$ cat src/rtl/alu_operand_stage.sv
// Operand-B select stage for the ALU: picks register, immediate (zero/sign-extended) or
// forwarded data, and buffers it in a 2-entry skid buffer with valid/ready handshakes.
module alu_operand_stage #(
    parameter int unsigned DATA_WIDTH = 4,
    parameter int unsigned IMM_WIDTH  = 4
) (
    input  logic                  clock,
    input  logic                  reset_n,
    input  logic                  flush,
    input  logic                  in_valid,
    output logic                  in_ready,
    input  logic [DATA_WIDTH-1:0] read_data2,
    input  logic [IMM_WIDTH-1:0]  immediate,
    input  logic [1:0]            alu_src,
    input  logic [DATA_WIDTH-1:0] fwd_data,
    output logic                  out_valid,
    input  logic                  out_ready,
    output logic [DATA_WIDTH-1:0] out_data,
    output logic [1:0]            out_src
);

    if (IMM_WIDTH < 1 || IMM_WIDTH > DATA_WIDTH) begin : g_bad_imm_width
        $error("alu_operand_stage: IMM_WIDTH must lie in 1..DATA_WIDTH");
    end

    typedef enum logic [1:0] {
        StEmpty = 2'd0,
        StHalf  = 2'd1,
        StFull  = 2'd2
    } state_e;

    state_e                r_state;
    state_e                w_state_next;
    logic [DATA_WIDTH-1:0] r_main;
    logic [DATA_WIDTH-1:0] r_skid;
    logic [1:0]            r_main_src;
    logic [1:0]            r_skid_src;
    logic [DATA_WIDTH-1:0] w_main_next;
    logic [DATA_WIDTH-1:0] w_skid_next;
    logic [1:0]            w_main_src_next;
    logic [1:0]            w_skid_src_next;
    logic [DATA_WIDTH-1:0] w_sel;
    logic                  w_accept;
    logic                  w_emit;

    // Handshake outputs come from state flops only, so no in_valid/out_ready comb path.
    assign out_valid = (r_state != StEmpty);
    assign in_ready  = (r_state != StFull);
    assign out_data  = r_main;
    assign out_src   = r_main_src;

    assign w_accept = in_valid & in_ready;
    assign w_emit   = out_valid & out_ready;

    always_comb begin
        w_sel = read_data2;
        unique case (alu_src)
            2'b00:   w_sel = read_data2;
            2'b01:   w_sel = DATA_WIDTH'(immediate);
            2'b10:   w_sel = DATA_WIDTH'($signed(immediate));
            default: w_sel = fwd_data;
        endcase
    end

    always_comb begin
        w_state_next    = r_state;
        w_main_next     = r_main;
        w_skid_next     = r_skid;
        w_main_src_next = r_main_src;
        w_skid_src_next = r_skid_src;
        if (flush) begin
            w_state_next    = StEmpty;
            w_main_next     = '0;
            w_skid_next     = '0;
            w_main_src_next = '0;
            w_skid_src_next = '0;
        end else begin
            unique case (r_state)
                StEmpty: begin
                    if (w_accept) begin
                        w_state_next    = StHalf;
                        w_main_next     = w_sel;
                        w_main_src_next = alu_src;
                    end
                end
                StHalf: begin
                    if (w_accept && w_emit) begin
                        w_main_next     = w_sel;
                        w_main_src_next = alu_src;
                    end else if (w_accept) begin
                        w_state_next    = StFull;
                        w_skid_next     = w_sel;
                        w_skid_src_next = alu_src;
                    end else if (w_emit) begin
                        w_state_next = StEmpty;
                    end
                end
                StFull: begin
                    if (w_emit) begin
                        w_state_next    = StHalf;
                        w_main_next     = r_skid;
                        w_main_src_next = r_skid_src;
                    end
                end
                default: w_state_next = StEmpty;
            endcase
        end
    end

    always_ff @(posedge clock or negedge reset_n) begin
        if (!reset_n) begin
            r_state    <= StEmpty;
            r_main     <= '0;
            r_skid     <= '0;
            r_main_src <= '0;
            r_skid_src <= '0;
        end else begin
            r_state    <= w_state_next;
            r_main     <= w_main_next;
            r_skid     <= w_skid_next;
            r_main_src <= w_main_src_next;
            r_skid_src <= w_skid_src_next;
        end
    end

endmodule

$ cat config.mk
export PLATFORM = sky130hd
export DESIGN_NAME = alu_operand_stage
export DESIGN_NICKNAME = d
export VERILOG_FILES = /design/src/rtl/alu_operand_stage.sv
export SDC_FILE = /design/constraint.sdc
export NUM_CORES = 1
export LEC_CHECK = 0
export BUFFER_PORTS_ARGS = -buffer_cell sky130_fd_sc_hd__buf_4
export CORE_UTILIZATION = 30
export CTS_CLUSTER_DIAMETER = 50
export DETAILED_ROUTE_END_ITERATION = 12
export PLACE_DENSITY = 0.48
export SLEW_MARGIN = 20
export SYNTH_ARGS = -nofsm -noshare
export SYNTH_HDL_FRONTEND = slang
export SYNTH_SLANG_ARGS = --single-unit
$ cat constraint.sdc
create_clock -name clock -period 1.7 [get_ports clock]
set_input_delay 0.17 -clock clock [delete_from_list [all_inputs] [get_ports clock]]
set_output_delay 0.17 -clock clock [all_outputs]
set_load 0.05 [all_outputs]
**After elaboration in Yosys (flattened, before gate mapping)**

Cells that the tools add are included.
W data, S select, Z words.

- Reductions and logical operators: 11
- Muxes and demuxes: 24
- Eq/ne operators: 11
- Bitwise operators: 2

Operators by type and width:

| kind | number |
|---|---|
| $mux W4 | 7 |
| $mux W2 | 13 |
| $ne A3 B3 Y1 const B | 4 |
| $pmux W2 S3 | 2 |
| $pmux W4 S3 | 1 |
| $pmux W4 S2 | 1 |
| $reduce_and A4 Y1 | 2 |
| $reduce_bool A2 Y1 | 3 |
| $eq A2 B1 Y1 const B | 2 |
| $eq A2 B2 Y1 const B | 2 |
| $logic_not A2 Y1 | 2 |
| $ne A2 B2 Y1 const B | 2 |
| $ne A4 B4 Y1 const B | 1 |
| $reduce_bool A4 Y1 | 1 |
| $reduce_and A3 Y1 | 1 |
| $and A1 B1 Y1 | 2 |
| $reduce_or A2 Y1 | 1 |
| $logic_and A1 B1 Y1 | 1 |

- Logic and storage cells: 53
- Bits of input ports: 19
- Register bits after elaboration: 14

**Depth between registers and ports, before layout**

- Depth after elaboration: 7
- Mapped depth: 6

**Worst setup path before layout**

Ideal clock, no wire load.

- Kind: register to register
- From: reg r_state[0]
- To: reg r_main[0], in the netlist out_data[0]
- Required time: 1.575 ns
- Stages on the path, launching flop included: 7
- Slack: -0.046 ns
- Data arrival time: 1.621 ns
- Library setup time: 0.125 ns
- Cells stage by stage: dfrtp_1 > inv_1 > ha_1 > nor2_2 > a311o_1 > o21ai_4 > mux2_4

- Word-level cells in the longest chain between the ends: 5

RTL lines:

| item | RTL line | RTL |
|---|---|---|
| start, declared | 32 | `state_e r_state;` |
| start signal, assigned | 112 | `r_state <= StEmpty;` |
| start signal, assigned | 118 | `r_state <= w_state_next;` |
| $ne A2 B2 Y1 / $reduce_bool A2 Y1 (equally long branches) | 48, 47 |  |
| $and A1 B1 Y1 (on tied branches) | 52, 53 |  |
| $logic_and A1 B1 Y1 | 87 | `if (w_accept && w_emit) begin` |
| $ne A3 B3 Y1 (no source line) | n/a |  |
| $reduce_and A4 Y1 (no source line) | n/a |  |
| end signal, assigned | 119 | `r_main <= w_main_next;` |
| end, declared | 34 | `logic [DATA_WIDTH-1:0] r_main;` |

Several ways; a longest one is shown, not always the timed one.
A chain may end at the register's enable or synchronous reset.

**Worst setup path after layout**

- From: reg r_state[0]
- To: reg r_main[3], in the netlist out_data[3]

The elaborated chain is that of the path after synthesis.

==> out/results.tsv <==
metric	value	unit
grt_max_degree	18	
routedWlPerCell	12.87	um
critPathMaxFanout	12	
routabilityCongestion	0.8231	
cp-start-kind	flop	
fin_nets	163	
root_buffer	clkbuf_4	
crit_required	1.88	ns
first_pass_iters	4	
dpl_cell_area	0.001287	mm^2
ys_types	26	
ys.flop_type	dfrtp_1	
syn_nets	126	
placed_cells	174	
peakVddDrop	0.4236	mV
drtIter0Drc	10	
cts_buffers	3	
fp.dieH	59.22	um
clkTransAtPathRegs	0.09	ns
setup-violations-final	0	
portBuffers	26	
synth.area.top_cells	dfrtp_1 (36%), mux2_4 (9.2%), ha_1 (8.9%)	
fin_skew	0.005576	ns
finalNonFillerCells	180	
final_period_minus_worst_setup_slack	1.649	ns
slowest_stage	dfrtp_1	
rsz0062_at_grt	true	
grt_pass1_vias	820	
ys_warn_count	0	
maxCapViolCount	0	
area_growth	37.71	%
antenna_found_initial	0	
design_area	0.001353	mm^2
worst_slew_pin_slew	0.3962	ns
grt_use_total	14.91	%
cts_max_level	1	
vias_per_cell	4.800	
ctsLongestPathBuffers	2	
initial_core_util	31.91	%
drive_above_1_share	38.97	%
cp_num_buf_inv	2	
core.rowCount	20	
synth_top_area_share	35.67	%
place_hpwl	1.748	mm
drc	0	
wirelength	2.317	mm
status	finished, final reports clean	
synth.ff_latch_count	14	
min_path_type	input pin to flop	
synth_edf_count	0	
die_area	0.003507	mm^2
maxSlewHeadroom	73.59	%
clkLatencyLatePin	0.28	ns
cts_tree	done	
power.density	944.1	mW/mm^2
cp_slowest_stage_delay	0.39	ns
grt_pass1_wl	3.822	mm
power	1.277	mW
syn_area	982.2	um^2
cts.sinks	14	
die_w	59.22	um
cp_cell_sequence	inv_2 > ha_1 > buf_6 > nor2_1 > o21ai_4 > mux2_4	
ios	27	
avgSynthCellArea	9.822	um^2
crit_family	flip-flops	
p_leak	0.6304	nW
drv_slew	0	
synth_top_area_cell	dfrtp_1	
detail-route-antenna-nets	0	
synthCells	100	
hold_violations	0	
antenna_cells	0	
fillers	308	
core	0.003078	mm^2
vias	864	
path_class	flop to flop	
hold_ws	0.1494	ns
post-route-period-util	97.00	%
cp-end-kind	flop	
ys_async_sr_fraction	100.0	%
max_freq	606.5	MHz
cp.arrival	1.83	ns
yosysSeqAreaShare	35.67	%
gr-total-overflow	0	
tns	0	ns
==> final cells by class <==
| cell class | instances | area, um^2 | area share, % |
|---|---|---|---|
| Sequential cell | 14 | 350.3 | 25.90 |
| Clock buffer | 4 | 36.28 | 2.683 |
| Inverter | 7 | 26.28 | 1.943 |
| Timing Repair Buffer | 36 | 276.5 | 20.44 |
| Multi-Input combinational cell | 75 | 608.1 | 44.96 |
| Tap cell | 44 | 55.05 | 4.070 |
==> where the power goes <==
part | internal (mW) | switching [mW]
registers | 0.381 | 0.0286
logic | 0.273 | 0.351
clock network | 0.130 | 0.113
==> cells in the mapped netlist (all sizes together), types with 2 or more instances <==
cell / number
a21o: 2
a21oi: 7
a22o: 4
and2: 2
buf: 2
clkbuf: 2
dfrtp: 14
ha: 7
inv: 7
mux2: 6
mux2i: 7
nand2: 2
nand2b: 6
nor2: 5
nor3: 9
o211ai: 4
o21ai: 7
==> per-layer routing <==
| layer | track usage (%) | wire length (um) | up-vias |
|---|---|---|---|
| met4 | 3.061 | 18 | 0 |
| li1 | - | - | 433 |
| met3 | 4.585 | 90 | 2 |
| met5 | 0 | 0 | - |
| met2 | 24.24 | 1108 | 17 |
| met1 | 19.41 | 1100 | 412 |
==> worst min-delay path, cell delays in order <==
cell     delay (ns)
buf_4          0.12
nand2_1        0.05
a21oi_1        0.05
==> registers in the layout (all words and copies together), names as in the netlist <==
name	flops
out_data	4
r_skid	4
out_src	2
r_skid_src	2
r_state	2
==> cell usage in the layout, fill, tap and decap left out, drive strengths merged, types with 5 or more instances in the layout <==
cell type	count
mux2	6
nor2	5
a21oi	7
nor3	9
mux2i	7
buf	35
inv	7
nand2b	6
o21ai	7
ha	7
dfrtp	14
==> metrics by stage <==
stage	utilization, %	setup slack [ns]
detailed placement	41.83	-0.02041
finish	43.94	0.05108
CTS	43.50	0.003817
global placement	41.83	-0.02002
global route	43.94	-0.05473
floorplan	-	0.002193
==> timing repair <==
action / in CTS / in global routing
hold endpoints to repair: 14 / 0
hold buffers: 1 / 0
setup endpoints to repair: 7 / 8
pin swaps: 1 / 1
resized for setup: 2 / 2
buffers inserted: 0 / 1
==> final timing paths <==
kind | cells after the start | slack [ns] | end | from
max | 6 | 0.05 | out_data[3]$_DFFE_PN0P_ | r_state[0]$_DFFE_PN0P_
min | 3 | 0.15 | r_skid_src[0]$_DFFE_PN0P_ | alu_src[0]
max reg2reg | 6 | 0.05 | out_data[3]$_DFFE_PN0P_ | r_state[0]$_DFFE_PN0P_
min reg2reg | 1 | 0.53 | out_data[0]$_DFFE_PN0P_ | out_data[0]$_DFFE_PN0P_
max in group asynchronous | 2 | 1.27 | r_skid[3]$_DFFE_PN0P_ | reset_n
min in group asynchronous | 2 | 0.26 | r_skid[2]$_DFFE_PN0P_ | reset_n
==> cell families after synthesis <==
family          synth area share (%)
compound gates                 19.87
simple gates                   14.78
flops                          35.67
mux                            16.31
buf+inv                        4.459
fa+ha+maj                      8.917
No activity file was read; power rests on OpenSTA's default activity.
